--- src/rtl/scarv_cop_issue.sv ---
// Issue stage between a CPU and an XCrypto-style coprocessor: forwards one
// custom-opcode instruction at a time and returns a result, abort, or timeout.
module scarv_cop_issue #(
  parameter logic [6:0] XC_OPCODE = 7'b0001011,
  parameter int         TIMEOUT   = 64
) (
  input  logic        g_clk,
  input  logic        g_reset,

  input  logic        cpu_insn_valid,
  output logic        cpu_insn_ready,
  input  logic [31:0] cpu_insn_enc,
  input  logic [31:0] cpu_rs1,

  output logic        cop_insn_req,
  input  logic        cop_insn_ack,
  output logic [31:0] cop_insn_enc,
  output logic [31:0] cop_rs1,

  input  logic        cop_rsp_valid,
  output logic        cop_rsp_ready,
  input  logic [4:0]  cop_rsp_rd,
  input  logic [31:0] cop_rsp_wdata,
  input  logic        cop_rsp_wen,
  input  logic        cop_rsp_abort,

  output logic        cpu_rsp_valid,
  input  logic        cpu_rsp_ready,
  output logic [4:0]  cpu_rsp_rd,
  output logic [31:0] cpu_rsp_wdata,
  output logic        cpu_rsp_wen,
  output logic        cpu_rsp_abort,
  output logic        cpu_rsp_timeout,

  output logic        busy,
  output logic [1:0]  o_dbg_state
);

  typedef enum logic [1:0] {
    ST_IDLE = 2'd0,
    ST_REQ  = 2'd1,
    ST_WAIT = 2'd2,
    ST_RSP  = 2'd3
  } state_t;

  localparam logic [7:0] LP_CNT_LAST = 8'(TIMEOUT - 1);

  state_t      r_state;
  state_t      w_state_nxt;

  logic [31:0] r_enc;
  logic [31:0] r_rs1;
  logic [7:0]  r_cnt;
  logic [4:0]  r_rsp_rd;
  logic [31:0] r_rsp_wdata;
  logic        r_rsp_wen;
  logic        r_rsp_abort;
  logic        r_rsp_timeout;

  logic        w_in_idle;
  logic        w_in_req;
  logic        w_in_wait;
  logic        w_in_rsp;
  logic        w_accept;
  logic        w_opc_hit;
  logic        w_cnt_last;

  // Every channel transfers on a cycle where valid (or req) and ready (or
  // ack) are both high at the rising edge; the issuer never drops a raised
  // valid/req and keeps its payload stable until that transfer happens.

  assign w_in_idle  = (r_state == ST_IDLE);
  assign w_in_req   = (r_state == ST_REQ);
  assign w_in_wait  = (r_state == ST_WAIT);
  assign w_in_rsp   = (r_state == ST_RSP);

  assign w_accept   = cpu_insn_valid && cpu_insn_ready;
  assign w_opc_hit  = (cpu_insn_enc[6:0] == XC_OPCODE);
  assign w_cnt_last = (r_cnt == LP_CNT_LAST);

  // Ready is gated by the reset input so nothing is accepted while held in reset.
  assign cpu_insn_ready  = w_in_idle && !g_reset;
  assign cop_insn_req    = w_in_req;
  assign cop_insn_enc    = r_enc;
  assign cop_rs1         = r_rs1;
  assign cop_rsp_ready   = w_in_wait;
  assign cpu_rsp_valid   = w_in_rsp;
  assign cpu_rsp_rd      = r_rsp_rd;
  assign cpu_rsp_wdata   = r_rsp_wdata;
  assign cpu_rsp_wen     = r_rsp_wen;
  assign cpu_rsp_abort   = r_rsp_abort;
  assign cpu_rsp_timeout = r_rsp_timeout;
  assign busy            = !w_in_idle;
  assign o_dbg_state     = r_state;

  always_ff @(posedge g_clk or posedge g_reset) begin
    if (g_reset) begin
      r_state <= ST_IDLE;
    end else begin
      r_state <= w_state_nxt;
    end
  end

  always_comb begin
    w_state_nxt = r_state;
    case (r_state)
      ST_IDLE: begin
        if (w_accept) begin
          w_state_nxt = w_opc_hit ? ST_REQ : ST_RSP;
        end
      end
      ST_REQ: begin
        if (cop_insn_ack) begin
          w_state_nxt = ST_WAIT;
        end
      end
      ST_WAIT: begin
        if (cop_rsp_valid || w_cnt_last) begin
          w_state_nxt = ST_RSP;
        end
      end
      ST_RSP: begin
        if (cpu_rsp_ready) begin
          w_state_nxt = ST_IDLE;
        end
      end
      default: w_state_nxt = ST_IDLE;
    endcase
  end

  // A real response beats the timeout when both land in the same cycle.
  always_ff @(posedge g_clk or posedge g_reset) begin
    if (g_reset) begin
      r_enc         <= 32'd0;
      r_rs1         <= 32'd0;
      r_cnt         <= 8'd0;
      r_rsp_rd      <= 5'd0;
      r_rsp_wdata   <= 32'd0;
      r_rsp_wen     <= 1'b0;
      r_rsp_abort   <= 1'b0;
      r_rsp_timeout <= 1'b0;
    end else begin
      if (w_in_idle && w_accept) begin
        r_enc <= cpu_insn_enc;
        r_rs1 <= cpu_rs1;
        if (!w_opc_hit) begin
          r_rsp_rd      <= cpu_insn_enc[11:7];
          r_rsp_wdata   <= 32'd0;
          r_rsp_wen     <= 1'b0;
          r_rsp_abort   <= 1'b1;
          r_rsp_timeout <= 1'b0;
        end
      end
      if (w_in_req && cop_insn_ack) begin
        r_cnt <= 8'd0;
      end
      if (w_in_wait) begin
        if (cop_rsp_valid) begin
          r_rsp_rd      <= cop_rsp_rd;
          r_rsp_wdata   <= cop_rsp_wdata;
          r_rsp_wen     <= cop_rsp_wen;
          r_rsp_abort   <= cop_rsp_abort;
          r_rsp_timeout <= 1'b0;
        end else if (w_cnt_last) begin
          r_rsp_rd      <= r_enc[11:7];
          r_rsp_wdata   <= 32'd0;
          r_rsp_wen     <= 1'b0;
          r_rsp_abort   <= 1'b1;
          r_rsp_timeout <= 1'b1;
        end else begin
          r_cnt <= r_cnt + 8'd1;
        end
      end
    end
  end

  logic w_unused;
  assign w_unused = w_in_rsp;

endmodule

--- config.mk ---
export PLATFORM = sky130hd
export DESIGN_NAME = scarv_cop_issue
export DESIGN_NICKNAME = d
export VERILOG_FILES = /design/src/rtl/scarv_cop_issue.sv
export SDC_FILE = /design/constraint.sdc
export NUM_CORES = 1
export LEC_CHECK = 0
export CORE_MARGIN = 5
export CORE_UTILIZATION = 25
export DETAILED_ROUTE_END_ITERATION = 10
export PLACE_DENSITY = 0.5
export REMOVE_ABC_BUFFERS = 1
export SYNTH_ARGS = -nofsm -noshare
export SYNTH_HDL_FRONTEND = slang
export SYNTH_SLANG_ARGS = --single-unit
--- constraint.sdc ---
create_clock -name g_clk -period 7.9 [get_ports g_clk]
set_input_delay 1.58 -clock g_clk [delete_from_list [all_inputs] [get_ports g_clk]]
set_output_delay 1.58 -clock g_clk [all_outputs]
set_load 0.01 [all_outputs]
==> impl_metrics.json <==
{
  "ios": 220,
  "critPathLaunch": "g_reset",
  "yosysTopAreaCell": "dfrtp_1",
  "wirelength_um": 14100,
  "grt_use_total_pct": 13.0,
  "fin_crit_sh_pct": 57.1,
  "min_path_type": "reg -> reg",
  "synth_seq_cells": 114,
  "worstPathMaxFanout": 3,
  "synth_area_per_cell_um2": 14.4,
  "synth-async-reset-ratio_pct": 100,
  "drv_slew": 0,
  "crit-reg2reg-launch": "o_dbg_state[0]",
  "clk_latency_ps": 410,
  "die_w_um": 147,
  "power_w": 0.00305,
  "cts_buffers": 17,
  "critPathRequiredTime_ps": 6320,
  "rsz0062_at_grt": "false",
  "top_usage_layer": "met2",
  "io_buffers": 219,
  "first_iter_violations": 139,
  "max_stage_delay_ps": 600,
  "slowest_stage": "clkdlybuf4s50_1",
  "vias": 3591,
  "max_cap_viol_count": 0,
  "min_from": "cop_rs1[16]",
  "hold_buffers": 0,
  "nNetsFinal": 666,
  "drive_gt1_share_pct": 23.9,
  "root_buffer": "clkbuf_16",
  "grt_pass1_wl_um": 22100,
  "ir_drop_v": 0.000193,
  "clockBufferDepth": 2,
  "clkPwrFrac_pct": 25.7,
  "status": "completed",
  "dieArea_mm2": 0.0216,
  "die_y_um": 147,
  "via_per_inst": 4.50,
  "yosysWarnings": 0,
  "combPwrFrac_pct": 41.4,
  "synthTopCellsByCount": "dfrtp_1, mux2_2, a22o_2",
  "yosys-top-cells-area": "dfrtp_1, mux2_2, a22o_2",
  "power.density_mw_per_mm2": 397,
  "synthDistinctLibCells": 37,
  "fin_tns_setup_ps": 0,
  "drc": 0,
  "met3_usage_pct": 6.60,
  "seq_power_share_pct": 32.9,
  "critPathCaptureType": "output port",
  "worstMarginPinSlew_ps": 897,
  "use_met1_pct": 15.6,
  "slew_headroom_pct": 40.2,
  "yosysSeqAreaShare_pct": 60.9,
  "power.internal_w": 0.00212,
  "p_leak_nw": 3.27,
  "core-area_mm2": 0.0186,
  "use_met2_pct": 20.1,
  "route.detailed.wl_per_inst_um": 17.6,
  "initial_utilization_pct": 25.2,
  "synth_edf_count": 0,
  "fin_util_pct": 41.4,
  "num_antenna_cells": 0,
  "cts_tree": "built",
  "htree_levels": 4,
  "dpl.hpwl_um": 10000,
  "clock_sinks": 114,
  "start_kind": "input pin",
  "rows": 50,
  "path_cells": "clkdlybuf4s50_1 > nor2b_1 > clkdlybuf4s50_1",
  "crit_path_frequent_cell": "clkdlybuf4s50_1",
  "grt_overflow_total": 0,
  "fin_skew_ps": 14.0,
  "setup_viol": 0,
  "period_minus_slack_ps": 4510,
  "cts_resized": 0,
  "max_freq_mhz": 222,
  "path_clk_slew_ps": 60,
  "yosysTopAreaCellShare_pct": 60.9,
  "place_congestion": 0.737,
  "grt_max_degree": 66,
  "netlist_area_mm2": 0.00468,
  "grt_pass1_vias": 3931,
  "hold_violations": 0,
  "synthToLayoutAreaGrowth_pct": 64.2,
  "switchingPower_w": 0.000929,
  "yosysMostFrequentCell": "dfrtp_1",
  "arrival_ps": 2930,
  "drtAntennaViolNets": 0,
  "drt_first_pass_iters": 4,
  "syn_inst": 326,
  "antenna_found_initial": 0,
  "sw_frac_of_total_pct": 30.5,
  "path_class": "in -> out",
  "postCtsSetupBuffers": 0,
  "synth_flop_cell": "dfrtp_1"
}
## area by class of cell
| cell class | instances | area (µm²) |
|---|---|---|
| fillers | 1742 | 10900 |
| flip-flops and latches | 114 | 2850 |
| repair buffers | 223 | 2220 |
| multi-input cells | 187 | 1680 |
| clock buffers | 17 | 425 |
| well taps | 234 | 293 |
| clock inverters | 15 | 183 |
| inverters | 8 | 32.5 |
## final timing paths
check / to / slack [ps] / depth (start not counted)
max in group asynchronous: cop_insn_enc[9] / 4950 / 3
min: cop_rs1[16] / 500 / 1
min in group asynchronous: cop_insn_enc[10] / 1750 / 2
max reg2reg: o_dbg_state[1] / 5500 / 7
min reg2reg: cop_rs1[16] / 500 / 1
max: cpu_insn_ready / 3390 / 3
## metrics by stage
stage / setup WS (ps) / hold WS (ps) / instance area [µm²] / std cells
floorplan: 3300 / 482 / 4560 / 309
global placement: 3400 / 488 / 7080 / 766
detailed placement: 3360 / 491 / 7080 / 766
CTS: 3370 / 505 / 7690 / 798
global route: 3360 / 508 / 7690 / 798
finish: 3390 / 501 / 7690 / 798
## power groups by stage
stage / registers, W / logic [W] / clock network, W
floorplan: 0.00111 / 0.000431 / 0
global placement: 0.00100 / 0.00127 / 0
detailed placement: 0.00101 / 0.00128 / 0
CTS: 0.00101 / 0.00129 / 0.000811
global route: 0.00104 / 0.00135 / 0.000838
finish: 0.00100 / 0.00126 / 0.000784
## worst max-delay path: cells and delay by family
kind | cells | cell delay, ps
and+or+nand+nor | 1 | 280
buffers and inverters | 2 | 1070
## sequential cells by signal, indices dropped and copies added, names as in the netlist
signal	cells
o_dbg_state	2
cpu_rsp_wdata	32
cop_insn_enc	32
r_cnt	8
cop_rs1	32
cpu_rsp_abort	1
cpu_rsp_rd	5
cpu_rsp_timeout	1
cpu_rsp_wen	1
## layout by cell type (no fill, tap or decap), types with 2 or more instances in the layout
| cell | instances |
|---|---|
| nor2b_1 | 8 |
| o22ai_1 | 5 |
| mux2_2 | 65 |
| a22o_1 | 3 |
| dfrtp_1 | 114 |
| bufinv_16 | 3 |
| buf_4 | 4 |
| and2_1 | 3 |
| mux2i_1 | 6 |
| a21oi_1 | 8 |
| inv_1 | 7 |
| and3_1 | 3 |
| clkinv_2 | 2 |
| clkinv_4 | 4 |
| a22oi_1 | 6 |
| clkdlybuf4s50_1 | 219 |
| nor3_1 | 3 |
| o21ai_0 | 4 |
| ha_1 | 6 |
| clkinvlp_4 | 4 |
| nand3_1 | 4 |
| nor2_1 | 6 |
| inv_6 | 2 |
| nand2_1 | 10 |
| clkbuf_16 | 17 |
| a22o_2 | 31 |
## kinds of logic (layout without fill, tap and decap cells)
logic type	after synthesis	after routing	synth area share [%]
compound gates	66	66	12.0
xor+xnor	1	1	0.187
fa+ha+maj	6	6	1.60
buf+inv	25	263	3.21
flops	114	114	60.9
mux	71	71	16.9
simple gates	43	43	5.11
## per-layer routing
| layer | share of wire (%) | vias up |
|---|---|---|
| met5 | 0 | - |
| met4 | 1.8 | 0 |
| met3 | 10 | 17 |
| met2 | 47 | 156 |
| met1 | 42 | 1773 |
| li1 | - | 1645 |
No activity file was read; power rests on OpenSTA's default activity.
